## config.mk

```make
export PLATFORM = sky130hd
export DESIGN_NAME = serial_operand_feeder
export DESIGN_NICKNAME = d
export VERILOG_FILES = /design/src/rtl/serial_add_pkg.sv /design/src/rtl/serial_piso.sv /design/src/rtl/serial_operand_feeder.sv
export SDC_FILE = /design/constraint.sdc
export NUM_CORES = 1
export LEC_CHECK = 0
export CORE_MARGIN = 1.5
export CORE_UTILIZATION = 46
export CTS_BUF_LIST = sky130_fd_sc_hd__clkbuf_8
export DETAILED_ROUTE_END_ITERATION = 16
export GPL_ROUTABILITY_DRIVEN = 0
export PLACE_DENSITY = 0.77
export SYNTH_ARGS = -nofsm -noshare
export SYNTH_HDL_FRONTEND = slang
export SYNTH_SLANG_ARGS = --single-unit
```

## constraint.sdc

```tcl
create_clock -name clk -period 1.5 [get_ports clk]
set_input_delay 0.3 -clock clk [delete_from_list [all_inputs] [get_ports clk]]
set_output_delay 0.3 -clock clk [all_outputs]
set_load 0.05 [all_outputs]
```

## src/rtl/serial_add_pkg.sv

```systemverilog
// Shared types and defaults for the serial adder datapath: feeder FSM states and
// the default operand width used by the adder, feeder and collector.
package serial_add_pkg;

  localparam int DEFAULT_WIDTH = 8;

  typedef enum logic [1:0] {
    IDLE  = 2'b00,
    SHIFT = 2'b01,
    FLUSH = 2'b10
  } state_t;

endpackage

```

## src/rtl/serial_piso.sv

```systemverilog
// Parallel-in serial-out register: loads a word, then shifts right with zero fill,
// presenting the LSB on sout.
import serial_add_pkg::*;

module serial_piso #(
  parameter int WIDTH = DEFAULT_WIDTH
) (
  input  logic             clk,
  input  logic             reset,
  input  logic             load,
  input  logic             shift,
  input  logic [WIDTH-1:0] din,
  output logic             sout
);

  logic [WIDTH-1:0] sh;

  // Load wins over shift so a new pair can be captured on the final flush edge.
  always_ff @(posedge clk or negedge reset) begin
    if (!reset) begin
      sh <= '0;
    end else if (load) begin
      sh <= din;
    end else if (shift) begin
      sh <= {1'b0, sh[WIDTH-1:1]};
    end
  end

  assign sout = sh[0];

endmodule

```

## src/rtl/serial_operand_feeder.sv

```systemverilog
// Streams two parallel operands LSB-first into the Moore serial adder, then one zero
// flush cycle for the carry. Define SERIAL_FEED_BACK2BACK_EN to accept during FLUSH.
import serial_add_pkg::*;

module serial_operand_feeder #(
  parameter  int WIDTH = DEFAULT_WIDTH,
  localparam int CNT_W = $clog2(WIDTH)
) (
  input  logic             clk,
  input  logic             reset,
  input  logic             in_valid,
  output logic             in_ready,
  input  logic [WIDTH-1:0] op_a,
  input  logic [WIDTH-1:0] op_b,
  output logic             a,
  output logic             b,
  output logic             adder_clr,
  output logic             busy,
  output logic             done
);

  state_t           state;
  state_t           next_state;
  logic [CNT_W-1:0] cnt;
  logic             accept;
  logic             last_bit;
  logic             shifting;
  logic             sa;
  logic             sb;

  assign accept   = in_valid & in_ready;
  assign shifting = (state == SHIFT);
  assign last_bit = (cnt == CNT_W'(WIDTH - 1));

  serial_piso #(.WIDTH(WIDTH)) u_piso_a (
    .clk   (clk),
    .reset (reset),
    .load  (accept),
    .shift (shifting),
    .din   (op_a),
    .sout  (sa)
  );

  serial_piso #(.WIDTH(WIDTH)) u_piso_b (
    .clk   (clk),
    .reset (reset),
    .load  (accept),
    .shift (shifting),
    .din   (op_b),
    .sout  (sb)
  );

  always_ff @(posedge clk or negedge reset) begin
    if (!reset) begin
      state <= IDLE;
    end else begin
      state <= next_state;
    end
  end

  always_ff @(posedge clk or negedge reset) begin
    if (!reset) begin
      cnt <= '0;
    end else if (accept) begin
      cnt <= '0;
    end else if (shifting) begin
      cnt <= cnt + 1'b1;
    end
  end

  always_comb begin
    next_state = state;
    case (state)
      IDLE:  if (in_valid) next_state = SHIFT;
      SHIFT: if (last_bit) next_state = FLUSH;
`ifdef SERIAL_FEED_BACK2BACK_EN
      FLUSH: next_state = in_valid ? SHIFT : IDLE;
`else
      FLUSH: next_state = IDLE;
`endif
      default: next_state = IDLE;
    endcase
  end

  // The adder is held cleared only while idle; a chained stream keeps it running.
  always_comb begin
    in_ready  = 1'b0;
    adder_clr = 1'b0;
    busy      = 1'b0;
    done      = 1'b0;
    a         = 1'b0;
    b         = 1'b0;
    case (state)
      IDLE: begin
        in_ready  = 1'b1;
        adder_clr = 1'b1;
      end
      SHIFT: begin
        busy = 1'b1;
        a    = sa;
        b    = sb;
      end
      FLUSH: begin
        busy = 1'b1;
        done = 1'b1;
`ifdef SERIAL_FEED_BACK2BACK_EN
        in_ready = 1'b1;
`endif
      end
      default: begin
        adder_clr = 1'b1;
      end
    endcase
  end

endmodule

```

==> flow_summary.toml, run 1 <==
[run_status]
status = "finished, violations left"
violations = "setup timing"

[die]
rows = 17
start_util_pct = 49.2
coreArea_sq_um = 2230
die_w_microns = 51.9
num_io_pins = 25
die_area_sq_um = 2690
dieHeight_microns = 51.9

[clocking]
ctsLongestPathBuffers = 2
htree_levels = 1
clkSinkCount = 21
cts_buffers = 3
cts-root-buf = "clkbuf_8"
clk_pin_slew_ns = 0.08
cts_hold_buffers = 0
cts_tree = "built"
clkLatencyLatePin_ns = 0.26

[timing]
relSlewSlack_pct = 82.1
fin_skew_ns = 0.00307
min_period_ns = 1.58
hold_viol_final = 0
grt_setup_unrepaired = "true"
tightest_slew_ns = 0.269
finalSetupViolations = 4
slew_viol_final = 0
fin_tns_setup_ns = -0.254
layout_setup_ws_ns = -0.0782
period_share_pct = 105
max_freq_mhz = 634

[setup_path]
critPathKind = "register to output port"
cp-end-kind = "output port"
rr_startpoint = "cnt[0]"
timing.rr.end = "state[0]"
reg2reg_depth = 4
required_ns = 1.20
cp-start-kind = "register"
r2r_setup_slack_ns = 0.03
cp_max_fo = 2
cp.arrival_ns = 1.28

[pwr]
irDropWorstVdd_mv = 2.75
power_leakage_uw = 0.000719
power_uw = 3760
p_per_area_nw_per_um2 = 2370

[synthesis]
synthCells = 99
synth.distinct_cells = 16
netlist_area_sq_um = 1100
syn_nets = 125
synth_seq_cells = 21
yosysWarnings = 0
syn_area_per_cell_sq_um = 11.1
seq_area_frac_synth_pct = 47.8

[global_routing]
grt_pass1_vias = 807
grt-ovfl-total = 0
antenna_found_initial = 0
grt_pass1_wl_mm = 3.53
grt_max_degree = 36
grt.total_usage_pct = 17.9

[routing]
post_drt_wl_per_cell_microns = 14.1
vias_per_cell = 4.96
vias = 818
wirelength_mm = 2.32
drc = 0
dr.pass1.iters = 4
met1Wirelength_mm = 1.05
highest_layer = "met4"
ant_nets = 0
drt_iter0_markers = 7
met3WireLength_microns = 117
wl_met2_mm = 1.14

[place]
io_buffers = 24
dp_hpwl_mm = 1.39
place_area_sq_um = 1410

[cells_and_area]
fillers = 175
final_area_sq_um = 1590
area_growth_pct = 44.4
regArea_sq_um = 526
multi_input_area_sq_um = 539
insertedDiodeCount = 0
drive_gt1_share_pct = 29.9
final_nets = 164

[flow_run]
drv_cap = 0

[worst_hold_path]
hold_path.class = "input port to asynchronous set/reset pin"
sequential cells by signal (all words and copies together), names as in the netlist:
register,flops
u_piso_b.sh,8
state,2
cnt,3
u_piso_a.sh,8
critical path, stage by stage (launching register included):
cell and delay [ns]:
dfrtp_1 0.38, inv_2 0.07, buf_6 0.12, ha_4 0.28
inv_4 0.04, buf_12 0.13
routing by layer:
metal  global-route usage, %  vias to the layer above
met5                       0                        -
met4                    7.89                        0
met3                    4.02                        2
met2                    30.0                       24
met1                    21.9                      384
li1                        -                      408
cells by family after synthesis:
group	after synthesis	share of synthesized area (%)
buf+inv	11	8.66
xor+xnor	1	0.797
flops	21	47.8
mux	18	16.6
fa+ha+maj	7	7.97
simple gates	24	9.34
compound gates	17	8.77
timing repair:
action	CTS	global route
pin swaps	2	1
cloned	0	2
gates resized for setup	10	11
endpoints found under the setup margin	5	26
buffers inserted	7	1
synthesized netlist by cell type (all sizes together):
cell	count	area, sq um
o21ai	16	83.8
and2	3	23.8
inv	5	18.8
nand2	18	67.6
mux2i	16	160
xnor2	1	8.76
ha	7	87.6
buf	6	76.3
mux2	2	22.5
dfrtp	21	526
nor2	3	11.3
o22ai	1	12.5
through the flow:
| step | utilization [%] | hold WS (ns) | std cells | worst slack [ns] |
|---|---|---|---|---|
| 5_1_grt | 71.0 | 0.400 | 165 | -0.140 |
| 2_1_floorplan | - | 0.00441 | 99 | -0.0509 |
| 6_report | 71.0 | 0.386 | 165 | -0.0782 |
| 3_5_place_dp | 63.2 | 0.527 | 152 | 0.0424 |
| 4_1_cts | 68.8 | 0.392 | 162 | -0.0626 |
| 3_3_place_gp | 63.2 | 0.508 | 152 | 0.0494 |
area by class of cell:
cell class	instances	share of cell area, %
Multi-Input combinational cell	69	34.0
Sequential cell	21	33.1
Timing Repair Buffer	38	26.3
Clock buffer	3	2.60
Tap cell	28	2.21
Inverter	5	1.50
Clock inverter	1	0.315
cells in the final DEF (no fill, tap or decap):
cell type and count:
dfrtp_1 21, nand2_1 18, clkdlybuf4s50_1 18, mux2i_1 16, buf_4 11, o21ai_0 8
o21ai_1 7, buf_12 6, and2_4 4, ha_1 4, inv_2 3, nor2_1 3
clkbuf_8 3, buf_6 3, inv_4 2, mux2_4 2, ha_4 2, o21ai_2 1
o22ai_4 1, xnor2_1 1, ha_2 1, clkinv_2 1, and2_2 1
how the worst max path moves through the flow:
stage	from	endpoint	slack (ns)	cells past startpoint
6_report	state[1]	adder_clr	-0.08	5
3_5_place_dp	in_valid	u_piso_b.sh[2]	0.04	3
4_1_cts	state[1]	adder_clr	-0.06	5
5_1_grt	state[1]	adder_clr	-0.14	5
3_3_place_gp	cnt[0]	state[1]	0.05	4
2_1_floorplan	state[1]	a	-0.05	5
report_power, final:
part           internal [uW]  total [uW]  switching, uW  leakage, uW
logic                   1250        2390           1140     0.000430
registers                843        1020            173     0.000264
clock network            185         362            178    0.0000255
(Power assumes the default switching activity.)
==> run 2, diff against run 1 <==
--- a/config.mk
+++ b/config.mk
@@ -6,11 +6,12 @@
 export NUM_CORES = 1
 export LEC_CHECK = 0
 export CORE_MARGIN = 1.5
-export CORE_UTILIZATION = 46
+export CORE_UTILIZATION = 52
 export CTS_BUF_LIST = sky130_fd_sc_hd__clkbuf_8
 export DETAILED_ROUTE_END_ITERATION = 16
+export DONT_BUFFER_PORTS = 1
 export GPL_ROUTABILITY_DRIVEN = 0
-export PLACE_DENSITY = 0.77
+export PLACE_DENSITY = 0.7
 export SYNTH_ARGS = -nofsm -noshare
 export SYNTH_HDL_FRONTEND = slang
 export SYNTH_SLANG_ARGS = --single-unit
==> flow_summary.toml, run 2 (synthesis gave the netlist of run 1 again) <==
[pwr]
pwr-share-comb_pct = 59.0
p_seq_share_pct = 29.9
p_switching_uw = 1400
clockPowerShare_pct = 11.0
p_per_area_nw_per_um2 = 2570
irDropWorstVdd_mv = 2.67
power_leakage_uw = 0.000607
cellInternalPower_uw = 1970
sw_frac_of_total_pct = 41.6

[die]
die_w_microns = 49.0
num_io_pins = 25
coreArea_sq_um = 1980
start_util_pct = 55.4
die_area_sq_um = 2400
rows = 16
dieHeight_microns = 49.0

[setup_path]
worst_path_largest_cell_delay_ns = 0.44
critPathKind = "register to output port"
cp-start-kind = "register"
crit_path_top_delay_cell = "dfrtp_2"
crit_chain = "buf_4 > ha_4 > and2_4"
required_ns = 1.20
cp.arrival_ns = 1.26
cp_top_family = "flip-flops"
cp-end-kind = "output port"
cp_max_fo = 7
path_buf_inv = 1

[timing]
layout_setup_ws_ns = -0.0590
max_freq_mhz = 641
fin_tns_setup_ns = -0.154
grt_setup_unrepaired = "true"
fin_skew_ns = 0.00416
tightest_slew_ns = 0.957
min_period_ns = 1.56
hold_viol_final = 0
period_share_pct = 104
finalSetupViolations = 4
relSlewSlack_pct = 36.0
slew_viol_final = 0

[run_status]
violations = "setup timing"
status = "finished, violations left"

[worst_hold_path]
hold_path.class = "input port to register"

[routing]
post_drt_wl_per_cell_microns = 14.5
drc = 0
vias = 746
wirelength_mm = 2.06
ant_nets = 0
drt_iter0_markers = 5
dr.pass1.iters = 3
vias_per_cell = 5.25

[global_routing]
use_met2_pct = 33.1
grt_pass1_wl_mm = 3.33
use_met1_pct = 21.2
grt-ovfl-total = 0
grt.total_usage_pct = 18.7
grt_pass1_vias = 756
antenna_found_initial = 0
grt_use_met3_pct = 4.29
grt_busiest_layer = "met2"
grt_max_degree = 36

[cells_and_area]
area_growth_pct = 19.4
layout_common_cells = "dfrtp_1, nand2_1, mux2i_1"
insertedDiodeCount = 0
reg_top3 = "u_piso_a.sh x8, u_piso_b.sh x8, cnt x3"
final_nets = 142
drive_gt1_share_pct = 30.4
mostFrequentLayoutCell = "dfrtp_1"
final_area_sq_um = 1310

[clocking]
clkLatencyLatePin_ns = 0.26
cts_buffers = 3
clkSinkCount = 21
cts-root-buf = "clkbuf_8"
ctsLongestPathBuffers = 2
cts_tree = "built"
htree_levels = 1
clk_pin_slew_ns = 0.08

[place]
io_buffers = 0
dp_hpwl_mm = 1.25
place_area_sq_um = 1120

[flow_run]
drv_cap = 0
run 2: cell count changes in the layout (fill, tap and decap cells not counted), moves of 2 or more:
cell             before  now
buf_12                6    1
buf_4                11   14
buf_6                 3    1
clkdlybuf4s50_1      18    0
inv_1                 0    2
run 2: repair_timing:
item	CTS	global route
setup endpoints to repair	5	7
buffers inserted	7	4
pin swaps	0	2
endpoints found under the hold margin	21	0
gates resized for setup	10	6
hold buffers	1	0
run 2: path summary, 6_finish.rpt:
path | slack, ns | cells after the start | from | endpoint
max in group asynchronous | 0.22 | 1 | reset | state[0]
setup reg to reg | -0.01 | 5 | state[1] | state[0]
setup / recovery | -0.06 | 3 | state[0] | a
hold / removal | 0.15 | 2 | op_a[7] | u_piso_a.sh[7]
min in group asynchronous | 0.63 | 1 | reset | u_piso_a.sh[0]
hold reg to reg | 0.54 | 2 | u_piso_a.sh[7] | u_piso_a.sh[7]
run 2: power by group through the flow:
| stage | Combinational [uW] | Sequential, uW | Clock (uW) |
|---|---|---|---|
| 2_1_floorplan | 1390 | 959 | 0 |
| 3_3_place_gp | 1540 | 995 | 0 |
| 3_5_place_dp | 1600 | 1010 | 0 |
| 4_1_cts | 1840 | 1000 | 380 |
| 5_1_grt | 2160 | 1040 | 401 |
| 6_report | 1990 | 1010 | 372 |
run 2: layer usage:
layer | routed length, microns | up-vias
met5 | 0 | -
met4 | 39 | 0
met3 | 111 | 6
met2 | 995 | 19
met1 | 911 | 360
li1 | - | 361
run 2: per-stage QoR:
stage | std cells | total power (uW) | worst slack, ns | util (%) | hold slack [ns]
after detailed placement | 127 | 2600 | 0.0235 | 56.7 | 0.00499
final | 142 | 3370 | -0.0590 | 66.2 | 0.151
after CTS | 138 | 3220 | -0.0144 | 63.3 | 0.153
after global routing | 142 | 3610 | -0.0851 | 66.2 | 0.156
after global placement | 127 | 2540 | 0.0593 | 56.7 | 0.00512
after floorplan | 99 | 2340 | -0.0509 | - | 0.00441
run 2: layout make-up:
class / count / area, sq um
Timing Repair Buffer: 18 / 161
Sequential cell: 21 / 527
Clock buffer: 3 / 41.3
Inverter: 5 / 21.3
Clock inverter: 1 / 5.00
Tap cell: 27 / 33.8
Fill cell: 148 / 671
Multi-Input combinational cell: 67 / 522
==> run 3, diff against run 2 <==
--- a/config.mk
+++ b/config.mk
@@ -11,7 +11,9 @@
 export DETAILED_ROUTE_END_ITERATION = 16
 export DONT_BUFFER_PORTS = 1
 export GPL_ROUTABILITY_DRIVEN = 0
+export GPL_TIMING_DRIVEN = 0
 export PLACE_DENSITY = 0.7
 export SYNTH_ARGS = -nofsm -noshare
 export SYNTH_HDL_FRONTEND = slang
+export SYNTH_HIERARCHICAL = 1
 export SYNTH_SLANG_ARGS = --single-unit
==> flow_summary.toml, run 3 <==
[clocking]
cts_buffers = 3
cts-root-buf = "clkbuf_8"
htree_levels = 1
ctsLongestPathBuffers = 2
clkSinkCount = 21
cts_tree = "built"
clkLatencyLatePin_ns = 0.25
clk_pin_slew_ns = 0.07

[run_status]
status = "finished, violations left"
violations = "setup timing"

[worst_hold_path]
min_from = "op_a[6]"
hold_depth = 2
hold_end = "u_piso_a/sh[6]"
hold_path.class = "input port to register"

[setup_path]
required_ns = 1.20
path_buf_inv = 2
cp_top_family = "flip-flops"
cp-end-kind = "output port"
cp-start-kind = "register"
critPathKind = "register to output port"
cp.arrival_ns = 1.42
crit_path_top_delay_cell = "dfrtp_1"
timing.rr.end = "state[0]"
crit_chain = "inv_2 > ha_4 > clkinvlp_4"
cp_max_fo = 4
r2r_setup_slack_ns = 0
worst_path_largest_cell_delay_ns = 0.42
reg2reg_depth = 7
rr_startpoint = "state[0]"

[cells_and_area]
area_growth_pct = 22.5
final_nets = 144
final_cell_count_no_fill = 144
layout_common_cells = "dfrtp_1, mux2i_1, nand2_1"
mostFrequentLayoutCell = "dfrtp_1"
insertedDiodeCount = 0
fillers = 165
drive_gt1_share_pct = 32.5
reg_top3 = "u_piso_a/sh x8, u_piso_b/sh x8, cnt x3"

[place]
placedCellCount = 125
dp_slack_ns = -0.104
dp_hpwl_mm = 1.27
io_buffers = 0

[timing]
fin_skew_ns = 0.00115
tightest_slew_ns = 0.921
fin_tns_setup_ns = -0.492
relSlewSlack_pct = 38.4
min_period_ns = 1.72
hold_viol_final = 0
finalSetupViolations = 5
layout_setup_ws_ns = -0.216
slew_viol_final = 0
grt_setup_unrepaired = "true"
period_share_pct = 114
max_freq_mhz = 583

[die]
die_w_microns = 48.8
dieHeight_microns = 48.8
start_util_pct = 55.7
coreArea_sq_um = 1960
rows = 16
die_area_sq_um = 2380
num_io_pins = 25

[synthesis]
synthTopCellsByArea = "dfrtp_1, mux2i_1, ha_1"
syn_area_per_cell_sq_um = 11.1
synth_common_cells = "dfrtp_1, mux2i_1, nand2_1"
synth_edf_count = 0
synth.distinct_cells = 16
synthFlopType = "dfrtp_1"
seq_area_frac_synth_pct = 48.1
yosysWarnings = 6
synth_top_area_share_pct = 48.1
synthArstFlopShare_pct = 100
synth_most_common_cell = "dfrtp_1"
synth_seq_cells = 21
synthCells = 98
syn_nets = 124
netlist_area_sq_um = 1090
synth_top_area_cell = "dfrtp_1"

[global_routing]
antenna_found_initial = 0
grt.total_usage_pct = 17.8
grt_pass1_vias = 745
grt-ovfl-total = 0
grt_pass1_wl_mm = 3.24
grt_max_degree = 22

[routing]
vias = 734
wirelength_mm = 1.98
ant_nets = 0
dr.pass1.iters = 4
post_drt_wl_per_cell_microns = 13.7
vias_per_cell = 5.10
drt_iter0_markers = 18
drc = 0

[pwr]
pwr-share-comb_pct = 59.6
p_seq_share_pct = 29.8
p_per_area_nw_per_um2 = 2520
cellInternalPower_uw = 1980
sw_frac_of_total_pct = 41.3
p_switching_uw = 1390
power_leakage_uw = 0.000619
irDropWorstVdd_mv = 2.50
clockPowerShare_pct = 10.6

[flow_run]
drv_cap = 0
[run 3: cell count changes after synthesis, sizes merged]
cell	delta
nand2b	+2
clkinv	+1
nand2	-2
inv	-1
buf	-1
[run 3: worst max-delay path by stage]
stage	end	cells past startpoint	slack, ns	start
after floorplan	state[0]	5	0.008	state[0]
after global placement	u_piso_b/sh[7]	6	-0.06	state[0]
after detailed placement	u_piso_a/sh[3]	6	-0.10	state[0]
after CTS	adder_clr	3	-0.22	state[0]
after global routing	adder_clr	3	-0.27	state[0]
final	adder_clr	3	-0.22	state[0]
[run 3: routing by layer]
| metal | GRT usage, % | vias to the layer above | wire (microns) |
|---|---|---|---|
| li1 | - | 365 | - |
| met1 | 21.7 | 350 | 897 |
| met2 | 30.6 | 19 | 984 |
| met3 | 3.68 | 0 | 97 |
| met4 | 7.14 | 0 | 0 |
| met5 | 0 | - | 0 |
[run 3: stage by stage]
stage | area, sq um | hold slack, ns | util [%] | power (uW)
6_report | 1340 | 0.170 | 68.2 | 3370
5_1_grt | 1340 | 0.161 | 68.2 | 3590
4_1_cts | 1260 | 0.161 | 64.2 | 3210
3_5_place_dp | 1140 | 0.00482 | 58.2 | 2650
3_3_place_gp | 1140 | 0.00484 | 58.2 | 2580
2_1_floorplan | 1110 | 0.00441 | - | 2440
[run 3: layout make-up]
cell class	instances	area, sq um	area share, %
Clock inverter	1	5.00	0.374
Multi-Input combinational cell	68	539	40.3
Buffer	4	45.0	3.37
Timing Repair Buffer	15	123	9.17
Tap cell	27	33.8	2.53
Clock buffer	3	41.3	3.09
Inverter	5	25.0	1.87
Sequential cell	21	526	39.3
[run 3: kinds of logic after synthesis]
kind of cell	count (synthesis)	synth area share [%]
compound gates	17	9.16
fa+ha+maj	7	8.02
flops	21	48.1
simple gates	24	9.39
buf+inv	10	7.10
mux	18	17.4
xor+xnor	1	0.802
[run 3: what timing repair did]
action                                  4_1_cts  5_1_grt
hold buffers                                  1        0
buffers inserted                              5        9
cloned                                        0        1
endpoints found under the setup margin       22       22
endpoints found under the hold margin        21        0
resized for setup                             8        4
pin swaps                                     2        3
[run 3: power by group through the flow]
stage / registers (uW) / clock network, uW / logic, uW
3_3_place_gp: 988 / 0 / 1600
4_1_cts: 996 / 373 / 1840
2_1_floorplan: 958 / 0 / 1480
3_5_place_dp: 1000 / 0 / 1650
6_report: 1000 / 357 / 2010
5_1_grt: 1030 / 404 / 2160
==> RTL change 1 (flow settings as in run 2) <==
Re-encode `state_t` (3 states) as one-hot, 3 bits wide.
--- a/src/rtl/serial_add_pkg.sv
+++ b/src/rtl/serial_add_pkg.sv
@@ -6,6 +6,6 @@
 
-  typedef enum logic [1:0] {
-    IDLE  = 2'b00,
-    SHIFT = 2'b01,
-    FLUSH = 2'b10
+  typedef enum logic [2:0] {
+    IDLE  = 3'b001,
+    SHIFT = 3'b010,
+    FLUSH = 3'b100
   } state_t;
Formal check against the unedited RTL: same outputs for any inputs over 10 cycles, from zero or initial values and one cycle with reset low; not proved beyond that.
==> RTL change 1 against run 2 <==
- synthesized cell count grew 11%
- routed wire length rose by 4.8%
- largest power group unchanged
- the run still ends with setup timing left
- design area is 0.67% lower
- area after synthesis shrank 6.4%
- core utilization up 6.9 points
- setup slack got worse by 0.11 ns
- critical endpoint is now adder_clr
- sequential cell count rose by 1
- sequential share of layout area grew 2.3 points
- count of clock-buffer cells in the layout increased by 1
- power decreased by 21%
==> RTL change 1: results (changes against run 2) <==
| Metric | Value |
|---|---|
| # nets final | 149 (+4.9%) |
| Post-synthesis mux area share | 0% (-17 points) |
| Synth top cells by count | a21oi_1 (30), dfrtp_1 (21), nand2_1 (18) |
| Post-synthesis adder-cell area fraction | 2.433% (-5.5 points) |
| Async S/R FF share, synth | 100.0% (unchanged) |
| WP data arrival | 1.37 ns (+0.11 ns) |
| Global-route wire length before repair | 3.194 mm (-3.9%) |
| Register clock-pin slew on the reported worst setup and hold paths | 0.08 ns (about the same) |
| Vias in the first global route | 726 (-4.0%) |
| Largest net degree at the start of global routing | 23 (-36%) |
| Dominant synthesized flop cell | dfrtp_1 |
| Clk buf depth | 2 (unchanged) |
| CP delay by family, top | simple AND/OR/NAND/NOR gates |
| Max-slew headroom | 36.93% (+0.94 points) |
| Via/cell ratio | 5.401 (+2.8%) |
| Max IR drop VDD | 1.434 mV (-46%) |
| Layout cells sized above 1 | 29.13% (-1.3 points) |
| Syn Nets | 131 (+4.8%) |
| Worst Path Max Fanout | 5 (-2) |
| Routed wire per std cell | 14.18 microns (-2.1%) |
| Clk_skew | 0.001589 ns (-0.002568 ns) |
| DP Area | 1171 sq um (+4.2%) |
| Top flop regs | u_piso_a.sh (8), u_piso_b.sh (8) |
| Failing checks | setup timing |
| Met1 Wirelength | 965 microns (+5.9%) |
| DRT iter0 DRCs | 26 (+21) |
| Final setup viols | 6 (+2) |
| Outcome | complete, but fails checks |
| Compound-Gate Fraction of Synth Area | 17.15% (+8.4 points) |
| Tot GR Track Use | 20.78% (+2.1 points) |
| First-pass DRT Iterations | 4 (+1) |
| Sequential fraction of the synthesis area | 53.65% (+5.8 points) |
| Slowest stage cell on the critical path | dfrtp_2 |
| DR WL met2 | 1.054 mm (+5.9%) |
| Met3 WL | 125 microns (+13%) |
| Worst setup margin | -0.1677 ns (-0.1087 ns) |
| Worst Hold Class | input port to register |
| PortBufs | 0 (unchanged) |
| Sw Ratio | 38.21% (-3.4 points) |
| Hpwl dp | 1.546 mm (+24%) |
| Post-synthesis cell type count | 20 (+4) |
| Lkg Pwr | 0.6236 nW (+2.7%) |
| Area contributors post-synth | dfrtp_1 (51%), a21oi_1 (15%), nand2_1 (6.6%) |
| Post-Synth XOR/XNOR Area | 0.8516% (+0.054 points) |
[RTL change 1: changes by cell type in the layout (fill, tap and decap cells not counted), sizes merged, moves of 3 or more]
| cell | before | now |
|---|---|---|
| o21ai | 16 | 1 |
| mux2i | 16 | 0 |
| nor3b | 0 | 3 |
| inv | 5 | 1 |
| nor2 | 3 | 16 |
| a21oi | 0 | 30 |
| ha | 7 | 2 |
[RTL change 1: cell type report]
type,count,area (sq um)
Clock buffer,4,55.05
Fill cell,130,480.5
Inverter,1,3.754
Multi-Input combinational cell,80,465.4
Sequential cell,22,553.0
Tap cell,25,31.28
Timing Repair Buffer,20,193.9
[RTL change 1: kinds of logic after synthesis]
| family | Yosys count |
|---|---|
| AND/OR/NAND/NOR | 44 |
| AO/OA/AOI/OAI | 33 |
| flip-flops | 22 |
| buffers and inverters | 8 |
| adder cells (fa/ha/maj) | 2 |
| XOR/XNOR | 1 |
[RTL change 1: what timing repair did]
| item | CTS | global route |
|---|---|---|
| hold endpoints to repair | 22 | 0 |
| endpoints found under the setup margin | 6 | 9 |
| hold buffers | 1 | 0 |
| pin swaps | 3 | 4 |
| resized for setup | 6 | 10 |
| setup buffers | 2 | 1 |
[RTL change 1: worst paths after layout]
kind	slack [ns]	end	cells past startpoint	startpoint
hold reg to reg	0.52	u_piso_b.sh[7]	1	u_piso_b.sh[7]
hold / removal	0.19	u_piso_a.sh[7]	1	op_a[7]
min in group asynchronous	0.26	u_piso_a.sh[6]	1	reset
setup / recovery	-0.17	adder_clr	4	state[2]
max in group asynchronous	0.60	state[2]	1	reset
setup reg to reg	0.08	u_piso_a.sh[4]	6	state[0]
[RTL change 1: power groups by stage]
stage / registers, mW / logic [mW] / clock network (mW)
finish: 1.04 / 1.21 / 0.410
global route: 1.06 / 1.33 / 0.452
CTS: 1.03 / 1.19 / 0.415
detailed placement: 1.04 / 1.11 / 0
global placement: 1.02 / 1.07 / 0
floorplan: 1.01 / 0.815 / 0
[RTL change 1: routing by layer]
layer / track usage [%] / up-vias
met5: 0 / -
met2: 34.86 / 21
met3: 5.660 / 2
met4: 5.000 / 0
li1: - / 404
met1: 26.85 / 394
[RTL change 1: through the flow]
stage	instances	worst slack (ns)	TNS, ns	hold slack [ns]
2_1_floorplan	110	-0.3225	-0.4517	0.004409
3_3_place_gp	144	0.07655	0	0.005006
3_5_place_dp	144	0.04975	0	0.004975
4_1_cts	151	-0.1628	-0.5646	0.1895
5_1_grt	152	-0.2108	-0.8567	0.1794
6_report	152	-0.1677	-0.5380	0.1881
==> RTL change 2 (settings of run 2) <==
Without the edit above. `DEFAULT_WIDTH`: 8 -> 4.
--- a/src/rtl/serial_add_pkg.sv
+++ b/src/rtl/serial_add_pkg.sv
@@ -4,3 +4,3 @@
 
-  localparam int DEFAULT_WIDTH = 8;
+  localparam int DEFAULT_WIDTH = 4;
 
Interface: changed (resized op_a and op_b); port bits go from 25 to 17. The function was not compared with the original's and may differ.
==> RTL change 2 against run 2 <==
- the flow still finishes with violations (setup timing)
- area after synthesis decreased by 31%
- power shrank 25%
- sequential cell count is 9 lower
- die area is 30% lower
- combinational power fell by 19%
- sequential power shrank 43%
- clock power is 6.7% lower
- routed wire length is 43% lower
- setup slack gained 0.014 ns
- fmax rose by 0.92%
- design area decreased by 28%
==> RTL change 2: results (changes against run 2) <==
| Metric | Value |
|---|---|
| CP delay by family, top | flip-flops |
| Post-synthesis mux area share | 12.27% (-4.4 points) |
| Largest net degree at the start of global routing | 19 (-47%) |
| Post-Synth XOR/XNOR Area | 1.161% (+0.36 points) |
| ANT cells | 0 (unchanged) |
| Post-synthesis adder-cell area fraction | 9.950% (+2.0 points) |
| Max IR drop VDD | 1.709 mV (-36%) |
| Hpwl dp | 825.3 microns (-34%) |
| Syn Nets | 77 (-38%) |
| Tot GR Track Use | 17.98% (-0.67 points) |
| Vias | 458 (-39%) |
| Routed wire per std cell | 12.82 microns (-11%) |
| Worst setup margin | -0.04484 ns (+0.01417 ns) |
| Top flop regs | u_piso_a.sh (4), u_piso_b.sh (4) |
| Layout cells sized above 1 | 61.84% (+31 points) |
| Worst Path Max Fanout | 3 (-4) |
| TNS Setup | -0.06440 ns (+0.08979 ns) |
| Async S/R FF share, synth | 100.0% (unchanged) |
| Global-route wire length before repair | 1.842 mm (-45%) |
| Register clock-pin slew on the reported worst setup and hold paths | 0.05 ns (-0.03 ns) |
| Failing checks | setup timing |
| Sequential fraction of the synthesis area | 39.80% (-8.0 points) |
| Pre-CTS setup slack | 0.008882 ns (-0.01463 ns) |
| Worst Hold Class | input port to register |
| Tightest Pin Transition | 0.5287 ns (-0.4283 ns) |
| Synth top cells by count | dfrtp_1 (12), nand2_4 (8), o21ai_2 (8) |
| Clk buf depth | 2 (unchanged) |
| WP data arrival | 1.24 ns (-0.02 ns) |
| Clock Latency Late Sink | 0.24 ns (-0.02 ns) |
| Compound-Gate Fraction of Synth Area | 10.95% (+2.2 points) |
| Delay of the slowest cell on the worst path | 0.40 ns (-0.04 ns) |
| Final setup viols | 2 (-2) |
| Int Pwr | 1.455 mW (-26%) |
| Vias in the first global route | 432 (-43%) |
| Ys Warns | 0 (unchanged) |
| Slowest stage cell on the critical path | dfrtp_1 |
| Area contributors post-synth | dfrtp_1 (40%), nand2_4 (12%), ha_1 (10%) |
| Clk_skew | 0.004756 ns (+0.0005991 ns) |
| Lkg Pwr | 0.4790 nW (-21%) |
| DRT iter0 DRCs | 1 (-4) |
| H-tree depth | 1 (unchanged) |
| # nets final | 94 (-34%) |
| Outcome | complete, but fails checks |
| Clock root buffer | clkbuf_8 |
| First-pass DRT Iterations | 4 (+1) |
| Synth top area share | 39.80% (-8.0 points) |
| PortBufs | 0 (unchanged) |
==> RTL change 2: final cells by class <==
type | instances | area (sq um)
repair buffers | 15 | 147.6
flip-flops and latches | 12 | 300.3
fillers | 102 | 390.4
inverters | 5 | 18.77
multi-input cells | 40 | 402.9
clock buffers | 4 | 55.05
well taps | 15 | 18.77
==> RTL change 2: power groups by stage <==
stage	logic, mW	registers [mW]	clock network [mW]
2_1_floorplan	1.16	0.550	0
3_3_place_gp	1.42	0.578	0
3_5_place_dp	1.44	0.582	0
4_1_cts	1.56	0.579	0.361
5_1_grt	1.76	0.597	0.372
6_report	1.62	0.575	0.347
==> RTL change 2: through the flow <==
stage	area (sq um)	instances	util [%]	power [mW]
after floorplan	759.5	60	-	1.706
after global placement	825.8	81	61.91	1.999
after detailed placement	825.8	81	61.91	2.019
after CTS	922.1	89	69.14	2.502
after global routing	943.4	91	70.73	2.727
final	943.4	91	70.73	2.545
==> RTL change 2: timing repair <==
item,CTS,global route
setup endpoints to repair,6,7
hold buffers,1,0
hold endpoints to repair,12,0
resized for setup,7,2
setup buffers,3,2
pin swaps,0,1
==> RTL change 2: layer usage <==
metal	share of wire (%)	global-route usage, %
met1	44	18.54
met2	48	30.08
met3	5.7	8.152
met4	1.7	9.677
met5	0	0
==> RTL change 2: path summary, 6_finish.rpt <==
| path | slack, ns | depth (start not counted) | startpoint | endpoint |
|---|---|---|---|---|
| min in group asynchronous | 0.47 | 1 | reset | u_piso_b.sh[0] |
| hold / removal | 0.15 | 2 | op_b[3] | u_piso_b.sh[3] |
| setup reg to reg | 0.09 | 5 | state[1] | state[0] |
| max in group asynchronous | 0.67 | 1 | reset | state[1] |
| setup / recovery | -0.04 | 4 | state[0] | adder_clr |
| hold reg to reg | 0.54 | 2 | u_piso_a.sh[3] | u_piso_a.sh[3] |
